`config.mk`:
```
export PLATFORM = sky130hd
export DESIGN_NAME = usi_uart_xcvr
export DESIGN_NICKNAME = d
export VERILOG_FILES = /design/src/rtl/usi_uart_pkg.sv /design/src/rtl/usi_uart_tick.sv /design/src/rtl/usi_uart_xcvr.sv
export SDC_FILE = /design/constraint.sdc
export NUM_CORES = 1
export LEC_CHECK = 0
export CORE_ASPECT_RATIO = 0.8
export CORE_MARGIN = 3
export CORE_UTILIZATION = 50
export DETAILED_ROUTE_END_ITERATION = 8
export MAX_ROUTING_LAYER = met4
export PLACE_DENSITY = 0.82
export RECOVER_POWER = 25
export SLEW_MARGIN = 20
export SYNTH_ARGS = -nofsm -noshare
export SYNTH_HDL_FRONTEND = slang
export SYNTH_SLANG_ARGS = --single-unit
```
`constraint.sdc`:
```
create_clock -name clk -period 3.1 [get_ports clk]
set_input_delay 0.93 -clock clk [delete_from_list [all_inputs] [get_ports clk]]
set_output_delay 0.93 -clock clk [all_outputs]
set_load 0.1 [all_outputs]
```
`src/rtl/usi_uart_pkg.sv`:
```
// Shared encodings, state enums and helpers for the USI UART transceiver.
// Imported by the tick counter and the transceiver top.
package usi_uart_pkg;

  localparam int TCW = 6;

  localparam logic [1:0] PAR_ODD   = 2'b00;
  localparam logic [1:0] PAR_EVEN  = 2'b01;
  localparam logic [1:0] PAR_MARK  = 2'b10;
  localparam logic [1:0] PAR_SPACE = 2'b11;

  localparam logic [1:0] STOP_1   = 2'b00;
  localparam logic [1:0] STOP_1P5 = 2'b01;
  localparam logic [1:0] STOP_2   = 2'b10;

  typedef enum logic [2:0] {
    TX_IDLE,
    TX_START,
    TX_DATA,
    TX_PAR,
    TX_STOP
  } tx_state_t;

  typedef enum logic [2:0] {
    RX_IDLE,
    RX_START,
    RX_DATA,
    RX_PAR,
    RX_STOP,
    RX_WAIT_HI
  } rx_state_t;

  function automatic logic [3:0] dbit_cnt(input logic [1:0] d);
    return 4'd5 + {2'b00, d};
  endfunction

  function automatic logic [7:0] dbit_mask(input logic [1:0] d);
    return 8'hFF >> (2'd3 - d);
  endfunction

  // Line value of the parity bit for already-masked data.
  function automatic logic par_bit(input logic [7:0] d,
                                   input logic [1:0] pt);
    logic p;
    p = 1'b0;
    unique case (pt)
      PAR_ODD:  p = ~^d;
      PAR_EVEN: p = ^d;
      PAR_MARK: p = 1'b1;
      default:  p = 1'b0;
    endcase
    return p;
  endfunction

endpackage

```
`src/rtl/usi_uart_tick.sv`:
```
// Baud tick generator: one tick every div+1 clocks.
// Synchronous restart aligns the tick phase to a frame start.
module usi_uart_tick
  import usi_uart_pkg::*;
#(
  parameter int DIV_W = 24
) (
  input  logic             clk,
  input  logic             rst_n,
  input  logic             en,
  input  logic             restart,
  input  logic [DIV_W-1:0] div,
  output logic             tick
);

  localparam logic [DIV_W-1:0] ONE = DIV_W'(1);

  logic [DIV_W-1:0] cnt;

  assign tick = en & (cnt == div);

  always_ff @(posedge clk or negedge rst_n) begin
    if (!rst_n) begin
      cnt <= '0;
    end else if (!en || restart || tick) begin
      cnt <= '0;
    end else begin
      cnt <= cnt + ONE;
    end
  end

endmodule

```
`src/rtl/usi_uart_xcvr.sv`:
```
// Full-duplex UART transceiver: parametrised divider and oversampling,
// valid/ready TX, majority-vote RX with parity, framing and break flags.
module usi_uart_xcvr
  import usi_uart_pkg::*;
#(
  parameter int DIV_W = 24,
  parameter int OSR   = 16
) (
  input  logic             clk,
  input  logic             rst_n,
  input  logic             cfg_en,
  input  logic [DIV_W-1:0] cfg_div,
  input  logic [1:0]       cfg_dbit,
  input  logic             cfg_pen,
  input  logic [1:0]       cfg_ptype,
  input  logic [1:0]       cfg_stop,
  input  logic             tx_valid,
  input  logic [7:0]       tx_data,
  output logic             tx_ready,
  output logic             txd,
  output logic             tx_busy,
  input  logic             rxd,
  output logic             rx_valid,
  output logic [7:0]       rx_data,
  output logic             rx_perr,
  output logic             rx_ferr,
  output logic             rx_break,
  output logic             rx_busy
);

  localparam logic [TCW-1:0] TC_ONE  = TCW'(1);
  localparam logic [TCW-1:0] T_LAST  = TCW'(OSR - 1);
  localparam logic [TCW-1:0] T_S15   = TCW'(3 * OSR / 2 - 1);
  localparam logic [TCW-1:0] T_S2    = TCW'(2 * OSR - 1);
  localparam logic [TCW-1:0] T_MID0  = TCW'(OSR / 2 - 2);
  localparam logic [TCW-1:0] T_MID1  = TCW'(OSR / 2 - 1);
  localparam logic [TCW-1:0] T_MID2  = TCW'(OSR / 2);

  // ---------------- TX ----------------
  tx_state_t        tx_st;
  logic             rdy_ok;
  logic [DIV_W-1:0] tx_div;
  logic [1:0]       tx_dbit;
  logic             tx_pen;
  logic [1:0]       tx_stop;
  logic [7:0]       tx_shr;
  logic             tx_par;
  logic [2:0]       tx_bit;
  logic [TCW-1:0]   tx_tc;
  logic [TCW-1:0]   tx_len;
  logic             tx_tick;
  logic             tx_last;
  logic             tx_go;
  logic             tx_dlast;
  logic [7:0]       tx_md;

  always_comb begin
    tx_len = T_LAST;
    if (tx_st == TX_STOP) begin
      unique case (tx_stop)
        STOP_1:   tx_len = T_LAST;
        STOP_1P5: tx_len = T_S15;
        default:  tx_len = T_S2;
      endcase
    end
  end

  assign tx_last  = tx_tick & (tx_tc == tx_len);
  assign tx_ready = rdy_ok & cfg_en &
                    ((tx_st == TX_IDLE) | ((tx_st == TX_STOP) & tx_last));
  assign tx_go    = tx_valid & tx_ready;
  assign tx_busy  = (tx_st != TX_IDLE);
  assign tx_dlast = ({1'b0, tx_bit} == dbit_cnt(tx_dbit) - 4'd1);
  assign tx_md    = tx_data & dbit_mask(cfg_dbit);

  usi_uart_tick #(.DIV_W(DIV_W)) u_tx_tick (
    .clk     (clk),
    .rst_n   (rst_n),
    .en      (cfg_en),
    .restart (tx_go),
    .div     (tx_div),
    .tick    (tx_tick)
  );

  always_ff @(posedge clk or negedge rst_n) begin
    if (!rst_n) begin
      rdy_ok  <= 1'b0;
      tx_st   <= TX_IDLE;
      txd     <= 1'b1;
      tx_div  <= '0;
      tx_dbit <= '0;
      tx_pen  <= 1'b0;
      tx_stop <= '0;
      tx_shr  <= '0;
      tx_par  <= 1'b0;
      tx_bit  <= '0;
      tx_tc   <= '0;
    end else begin
      rdy_ok <= 1'b1;
      if (!cfg_en) begin
        tx_st <= TX_IDLE;
        txd   <= 1'b1;
        tx_tc <= '0;
      end else if (tx_go) begin
        tx_st   <= TX_START;
        txd     <= 1'b0;
        tx_div  <= cfg_div;
        tx_dbit <= cfg_dbit;
        tx_pen  <= cfg_pen;
        tx_stop <= cfg_stop;
        tx_shr  <= tx_md;
        tx_par  <= par_bit(tx_md, cfg_ptype);
        tx_bit  <= '0;
        tx_tc   <= '0;
      end else if (tx_tick && tx_st != TX_IDLE) begin
        if (!tx_last) begin
          tx_tc <= tx_tc + TC_ONE;
        end else begin
          tx_tc <= '0;
          unique case (tx_st)
            TX_START: begin
              tx_st  <= TX_DATA;
              txd    <= tx_shr[0];
              tx_shr <= tx_shr >> 1;
              tx_bit <= '0;
            end
            TX_DATA: begin
              if (tx_dlast) begin
                tx_st <= tx_pen ? TX_PAR : TX_STOP;
                txd   <= tx_pen ? tx_par : 1'b1;
              end else begin
                tx_bit <= tx_bit + 3'd1;
                txd    <= tx_shr[0];
                tx_shr <= tx_shr >> 1;
              end
            end
            TX_PAR: begin
              tx_st <= TX_STOP;
              txd   <= 1'b1;
            end
            default: begin
              tx_st <= TX_IDLE;
              txd   <= 1'b1;
            end
          endcase
        end
      end
    end
  end

  // ---------------- RX ----------------
  rx_state_t        rx_st;
  logic             rx_s1;
  logic             rx_s2;
  logic             rx_s3;
  logic [DIV_W-1:0] rx_div;
  logic [1:0]       rx_dbit;
  logic             rx_pen;
  logic [1:0]       rx_ptype;
  logic [7:0]       rx_buf;
  logic             rx_par;
  logic [2:0]       rx_bit;
  logic [TCW-1:0]   rx_tc;
  logic             rx_v0;
  logic             rx_v1;
  logic             rx_tick;
  logic             rx_start;
  logic             rx_mid;
  logic             maj;
  logic             rx_dlast;

  assign rx_start = cfg_en & (rx_st == RX_IDLE) & rx_s3 & ~rx_s2;
  assign rx_mid   = rx_tick & (rx_tc == T_MID2);
  assign maj      = (rx_v0 & rx_v1) | (rx_v0 & rx_s2) | (rx_v1 & rx_s2);
  assign rx_dlast = ({1'b0, rx_bit} == dbit_cnt(rx_dbit) - 4'd1);
  assign rx_busy  = (rx_st != RX_IDLE) & (rx_st != RX_WAIT_HI);

  usi_uart_tick #(.DIV_W(DIV_W)) u_rx_tick (
    .clk     (clk),
    .rst_n   (rst_n),
    .en      (cfg_en),
    .restart (rx_start),
    .div     (rx_div),
    .tick    (rx_tick)
  );

  always_ff @(posedge clk or negedge rst_n) begin
    if (!rst_n) begin
      rx_s1    <= 1'b1;
      rx_s2    <= 1'b1;
      rx_s3    <= 1'b1;
      rx_st    <= RX_IDLE;
      rx_div   <= '0;
      rx_dbit  <= '0;
      rx_pen   <= 1'b0;
      rx_ptype <= '0;
      rx_buf   <= '0;
      rx_par   <= 1'b0;
      rx_bit   <= '0;
      rx_tc    <= '0;
      rx_v0    <= 1'b1;
      rx_v1    <= 1'b1;
      rx_valid <= 1'b0;
      rx_data  <= '0;
      rx_perr  <= 1'b0;
      rx_ferr  <= 1'b0;
      rx_break <= 1'b0;
    end else begin
      rx_s1    <= rxd;
      rx_s2    <= rx_s1;
      rx_s3    <= rx_s2;
      rx_valid <= 1'b0;
      if (!cfg_en) begin
        rx_st <= RX_IDLE;
        rx_tc <= '0;
      end else if (rx_start) begin
        rx_st    <= RX_START;
        rx_tc    <= '0;
        rx_div   <= cfg_div;
        rx_dbit  <= cfg_dbit;
        rx_pen   <= cfg_pen;
        rx_ptype <= cfg_ptype;
        rx_buf   <= '0;
        rx_bit   <= '0;
      end else if (rx_st == RX_WAIT_HI) begin
        // Hold off re-arming until the line idles high again.
        if (rx_s2) rx_st <= RX_IDLE;
      end else if (rx_tick && rx_st != RX_IDLE) begin
        rx_tc <= (rx_tc == T_LAST) ? '0 : rx_tc + TC_ONE;
        if (rx_tc == T_MID0) rx_v0 <= rx_s2;
        if (rx_tc == T_MID1) rx_v1 <= rx_s2;
        if (rx_mid) begin
          unique case (rx_st)
            RX_START: begin
              rx_st <= maj ? RX_IDLE : RX_DATA;
            end
            RX_DATA: begin
              rx_buf[rx_bit] <= maj;
              if (rx_dlast) begin
                rx_st <= rx_pen ? RX_PAR : RX_STOP;
              end else begin
                rx_bit <= rx_bit + 3'd1;
              end
            end
            RX_PAR: begin
              rx_par <= maj;
              rx_st  <= RX_STOP;
            end
            default: begin
              rx_valid <= 1'b1;
              rx_data  <= rx_buf;
              rx_perr  <= rx_pen &
                          (rx_par != par_bit(rx_buf, rx_ptype));
              rx_ferr  <= ~maj;
              rx_break <= ~maj & (rx_buf == 8'h00) &
                          (~rx_pen | ~rx_par);
              rx_st    <= RX_WAIT_HI;
            end
          endcase
        end
      end
    end
  end

endmodule

```
# Word-level counts from Yosys, hierarchy flattened
# Cells that the tools add are included.
[totals]
ff_bits = 167
latchBits = 0
mem_bits_rw = 0
mem_bits_ro = 0
inputBits = 44
out_inout_bits = 16
n_memories = 0
[classes]
addsub = 11
mul = 0
div_mod_pow = 0
n_lt_le_gt_ge = 2
n_eq_ne = 36
shift = 1
n_mux = 75
bitwise_logic = 30
reduce_logical = 40
[ops]
columns = ["cell", "n"]
rows = [
  ["$mux 3", 24],
  ["$mux 8", 9],
  ["$mux 6", 10],
  ["$add 24x1->24 const B", 2],
  ["$eq 24x24->1", 2],
  ["$mux 24", 2],
  ["$reduce_and 5->1", 4],
  ["$mux 1", 19],
  ["$and 1x1->1", 18],
  ["$pmux 3 s3", 2],
  ["$reduce_and 6->1", 3],
  ["$pmux 8 s2", 1],
  ["$reduce_xnor 8->1", 2],
  ["$reduce_xor 8->1", 2],
  ["$add 6x1->6 const B", 2],
  ["$eq 3x2->1 const B", 4],
  ["$eq 6x3->1 const B", 2],
  ["$eq 6x4->1 const B", 2],
  ["$pmux 5 s2", 1],
  ["$reduce_bool 2->1", 5],
  ["$ne 3x1->1 const B", 3],
  ["$reduce_bool 3->1", 3],
  ["$add 3x2->4 const A", 2],
  ["$and 8x8->8", 1],
  ["other kinds (37)", 70],
]

# Longest topological paths before layout
[depth]
depth_word = 12
ltp_mapped = 8
depth_no_buf = 7

# Hierarchy
# A second synthesis with hierarchy kept.
[unflattened]
hier_cells = 891
hier_area_um2 = 8460.6
[by_module_without_submodules]
columns = ["mod", "n_inst", "cells_per_inst", "area_per_inst_um2"]
rows = [
  ["usi_uart_xcvr", 1, 593, 5597.9],
  ["usi_uart_tick", 2, 149, 1431.4],
]

# Worst setup path before layout
# OpenSTA, ideal clock, no wires.
[synth_timing]
path_kind = "register to output"
from = "register tx_stop[1]"
to = "output tx_ready"
arrival_time_ps = 2865
setup_slack_ps = -695
stages_incl_launch_ff = 6
path_buffers = 0
path_cell_list = "dfrtp_1 -> or2_0 -> a311o_1 -> a211oi_4 -> a31oi_4 -> nor2_1"
[synth_via]
elab_chain_cells = 8
elab_cells_between_ends = 9
cone_classes = "2 x eq/ne; 2 x mux; 4 x bitwise; 1 x reduce/logical"
[synth_lines]
columns = ["item", "line", "source"]
rows = [
  ["from (decl)", "usi_uart_xcvr.sv:45", "logic [1:0] tx_stop;"],
  ["from (signal assigned)", "usi_uart_xcvr.sv:110", "tx_stop <= cfg_stop;"],
  ["$eq 2x1->1 / $logic_not 2->1 (equally long branches)", "usi_uart_xcvr.sv:60", "unique case (tx_stop)"],
  ["$pmux 5 s2 (*)", "usi_uart_xcvr.sv:60", ""],
  ["$mux 6 (*)", "usi_uart_xcvr.sv:59", "if (tx_st == TX_STOP) begin"],
  ["$eq 6x6->1 (*)", "usi_uart_xcvr.sv:68", "assign tx_last = tx_tick & (tx_tc == tx_len);"],
  ["$and 1x1->1 (*)", "usi_uart_xcvr.sv:68", ""],
  ["$and 1x1->1 (*)", "usi_uart_xcvr.sv:70", "((tx_st == TX_IDLE) | ((tx_st == TX_STOP) & tx_last));"],
  ["$or 1x1->1 (*)", "usi_uart_xcvr.sv:70", ""],
  ["$and 1x1->1 (*)", "usi_uart_xcvr.sv:69", "assign tx_ready = rdy_ok & cfg_en &"],
  ["to (decl)", "usi_uart_xcvr.sv:19", "output logic tx_ready,"],
]
# Every way passes the cells marked *; elsewhere a longest branch is shown, timed or not.

# Worst setup path in the final report
[layout_timing]
from = "register tx_div[13]"
to = "output tx_ready"
[layout_via]
elab_chain_cells = 6
[layout_lines]
columns = ["item", "line", "source"]
rows = [
  ["from (decl)", "usi_uart_xcvr.sv:42", "logic [DIV_W-1:0] tx_div;"],
  ["from (signal assigned)", "usi_uart_xcvr.sv:107", "tx_div <= cfg_div;"],
  ["$eq 24x24->1", "usi_uart_tick.sv:20", "assign tick = en & (cnt == div);"],
  ["$and 1x1->1", "usi_uart_tick.sv:20", ""],
  ["$and 1x1->1", "usi_uart_xcvr.sv:68", ""],
  ["$and 1x1->1", "usi_uart_xcvr.sv:70", ""],
  ["$or 1x1->1", "usi_uart_xcvr.sv:70", ""],
  ["$and 1x1->1", "usi_uart_xcvr.sv:69", ""],
]
# No other way between the ends.

==> results.ini <==
[outcome]
outcome = finished, violations left
violations = capacitance limit, slew limit, setup timing

[routing]
wl_per_cell_um = 16.4
drc = 0
via_per_inst = 5.57
drtIter0Drc = 586
wl_mm = 19.1
ant_nets = 0
num_vias = 6478
dr.pass1.iters = 5

[floorplan]
core-area_mm2 = 0.0166
die_h_um = 123
num_rows = 42
start_util_pct = 51.4
boundaryPins = 60
die-area_mm2 = 0.0187
fp.dieW_um = 152

[sta]
report.final.slew_viol_count = 46
whs_ns = 0.359
rsz0062_at_grt = yes
fmax_mhz = 316
setup_viol = 1
skew_ns = 0.00719
timing.setup.tns_ns = -0.0652
layout_setup_ws_ns = -0.0652
slew_headroom_pct = -68.4
hold_viol = 0
period_minus_slack_ns = 3.17
post-route-period-util_pct = 102
tightestPinTransition_ns = 2.53

[placed_design]
place.gp.congestion = 0.892
dp_hpwl_mm = 13.5
dp_slack_ns = -0.0611
placed_cell_area_mm2 = 0.00954
portBuffers = 59

[yosys]
synth.avg_cell_area_um2 = 10.0
seq_area_frac_synth_pct = 49.1
synthArstFlopShare_pct = 100
synth_compound_area_share_pct = 5.49
synth.top_cell.area_share_pct = 47.2
syn_inst = 850
synthMuxAreaShare_pct = 8.03
yosys_warnings = 0
synth-edff-count = 0
synthTopCellsByArea = dfrtp_1 (47%), xnor2_1 (8.2%), nand2_1 (6.3%), mux2_2 (4.9%), nor2_1 (3.0%)
synthesis.area_mm2 = 0.00853
ys_ff_latch = 167
ys_types = 68
yosys.area.top_type = dfrtp_1
synth_xor_area_share_pct = 10.9
synth_ff_type = dfrtp_1
synth_top_family_by_area = simple AND/OR/NAND/NOR gates
syn-num-nets = 906
synthAdderAreaFrac_pct = 1.88
synthSimpleGateAreaFrac_pct = 21.6

[finish]
utilization_pct = 61.5
fillCellCount = 1337
final_area_mm2 = 0.0102
area_growth_pct = 19.7
antenna_cells = 0
nets = 987
drive_gt1_share_pct = 15.1

[setup_path]
end_kind = output port
cp.arrival_ns = 2.24
crit_fanout = 2
critPathLaunchType = flop
rrSetupSlack_ns = 0.48
crit_required_ns = 2.17
worstSetupPathType = flop to output port

[clock_network]
cts-root-buf = clkbuf_16
htreeDepth = 4
cts_tree = built
cts_inserted_buffers = 17
holdBufCountCts = 0
cts_num_sinks = 167
clkTransAtPathRegs_ns = 0.06
ctsLongestPathBuffers = 2
insertion_delay_ns = 0.44

[global_routing]
grt_start_max_net_pins = 97
grt_pass1_wl_mm = 31.8
grt_overflow_total = 0
antenna_found_initial = 0
grt_use_total_pct = 21.8
grt_pass1_vias = 6345

[job]
maxCapViolations = 1

[power]
pwr_density_cell_mw_per_mm2 = 562
max-vdd-ir-drop_mv = 0.491
p_leak_nw = 4.36

[min_path]
hp-class = flop to flop

cells in the mapped netlist (all sizes together), types with 3 or more instances:
cell type	number
mux2i	20
dfstp	6
nor4	6
clkbuf	26
or3	5
or3b	3
and2	5
or2	5
nand4	31
nor3b	6
o21ai	28
nor2	70
xor2	24
or4	4
and4	7
mux2	43
nand2b	3
inv	30
nand2	143
buf	4
dfrtp	161
a31oi	4
nor3	14
xnor2	80
ha	12
nor4b	4
and3	15
nor4bb	4
nand3	36
a211oi	3
a21oi	18
layout make-up:
class / count / area (µm²) / area share (%)
Clock inverter: 10 / 145 / 1.42
Clock buffer: 21 / 480 / 4.71
Multi-Input combinational cell: 623 / 4120 / 40.3
Inverter: 30 / 113 / 1.10
Tap cell: 220 / 275 / 2.70
Timing Repair Buffer: 92 / 891 / 8.73
Sequential cell: 167 / 4190 / 41.0
stage by stage:
step                instances  power [mW]
floorplan                 850        3.19
global placement         1128        3.49
detailed placement       1128        3.53
CTS                      1161        5.77
global route             1163        5.98
finish                   1163        5.73
layout by cell type, fill, tap and decap left out, types with 15 or more instances in the layout:
master           netlist  routed
xnor2_1               80      79
inv_1                 30      30
buf_4                  2      41
nand4_1               30      30
nand3_1               36      36
clkdlybuf4s50_1        0      40
a21oi_1               18      18
xor2_1                24      24
nand2_1              143     142
dfrtp_1              161     160
mux2_2                37      37
and3_1                15      15
nor2_1                69      67
clkbuf_16              0      17
o21ai_0               27      27
mux2i_1               20      20
where the power goes:
group          leakage (nW)  internal, mW  switching, mW
clock network         0.301          1.35          0.877
registers              2.18          2.43          0.192
logic                  1.88         0.428          0.460
repair_timing:
| item | CTS | global route |
|---|---|---|
| buffers inserted | 2 | 2 |
| resized for setup | 6 | 0 |
| setup endpoints to repair | 1 | 1 |
| hold endpoints to repair | 0 | 0 |
| pin swaps | 7 | 5 |
worst paths after layout:
check,from,endpoint,cells past startpoint
max reg2reg,u_rx_tick.cnt[2],rx_tc[4],6
min reg2reg,rx_s1,rx_s2,0
min in group asynchronous,rst_n,rx_break,1
max,tx_div[13],tx_ready,6
max in group asynchronous,rst_n,txd,2
min,rx_s1,rx_s2,0
metal layers:
layer | vias up | GRT usage, % | share of wire [%]
li1 | 3079 | - | -
met5 | - | - | 0
met3 | 31 | 4.79 | 5.8
met1 | 3182 | 30.0 | 47
met2 | 186 | 33.7 | 46
met4 | 0 | 5.11 | 1.3
state kept, by name (all words and copies together) (netlist names), 2 cells and up:
register,count
rx_div,24
rx_tc,6
rx_buf,8
rx_data,8
tx_bit,3
rx_ptype,2
tx_tc,6
rx_bit,3
rx_dbit,2
tx_st,3
tx_stop,2
u_tx_tick.cnt,24
u_rx_tick.cnt,24
tx_dbit,2
rx_st,3
tx_shr,8
tx_div,24
critical path, stage by stage, from the launching register on:
cell	delay, ns
dfrtp_1	0.42
xnor2_2	0.17
nand4_1	0.31
nor4_4	0.43
a31oi_4	0.14
nor2_2	0.15
buf_12	0.19
kinds of logic (layout without fill, tap and decap cells):
| family | Yosys count | in the layout |
|---|---|---|
| mux | 63 | 63 |
| simple gates | 368 | 368 |
| compound gates | 73 | 73 |
| fa+ha+maj | 13 | 13 |
| flops | 167 | 167 |
| buf+inv | 60 | 153 |
| other cells | 1 | 1 |
| xor+xnor | 105 | 105 |
No activity file was read; power rests on OpenSTA's default activity.
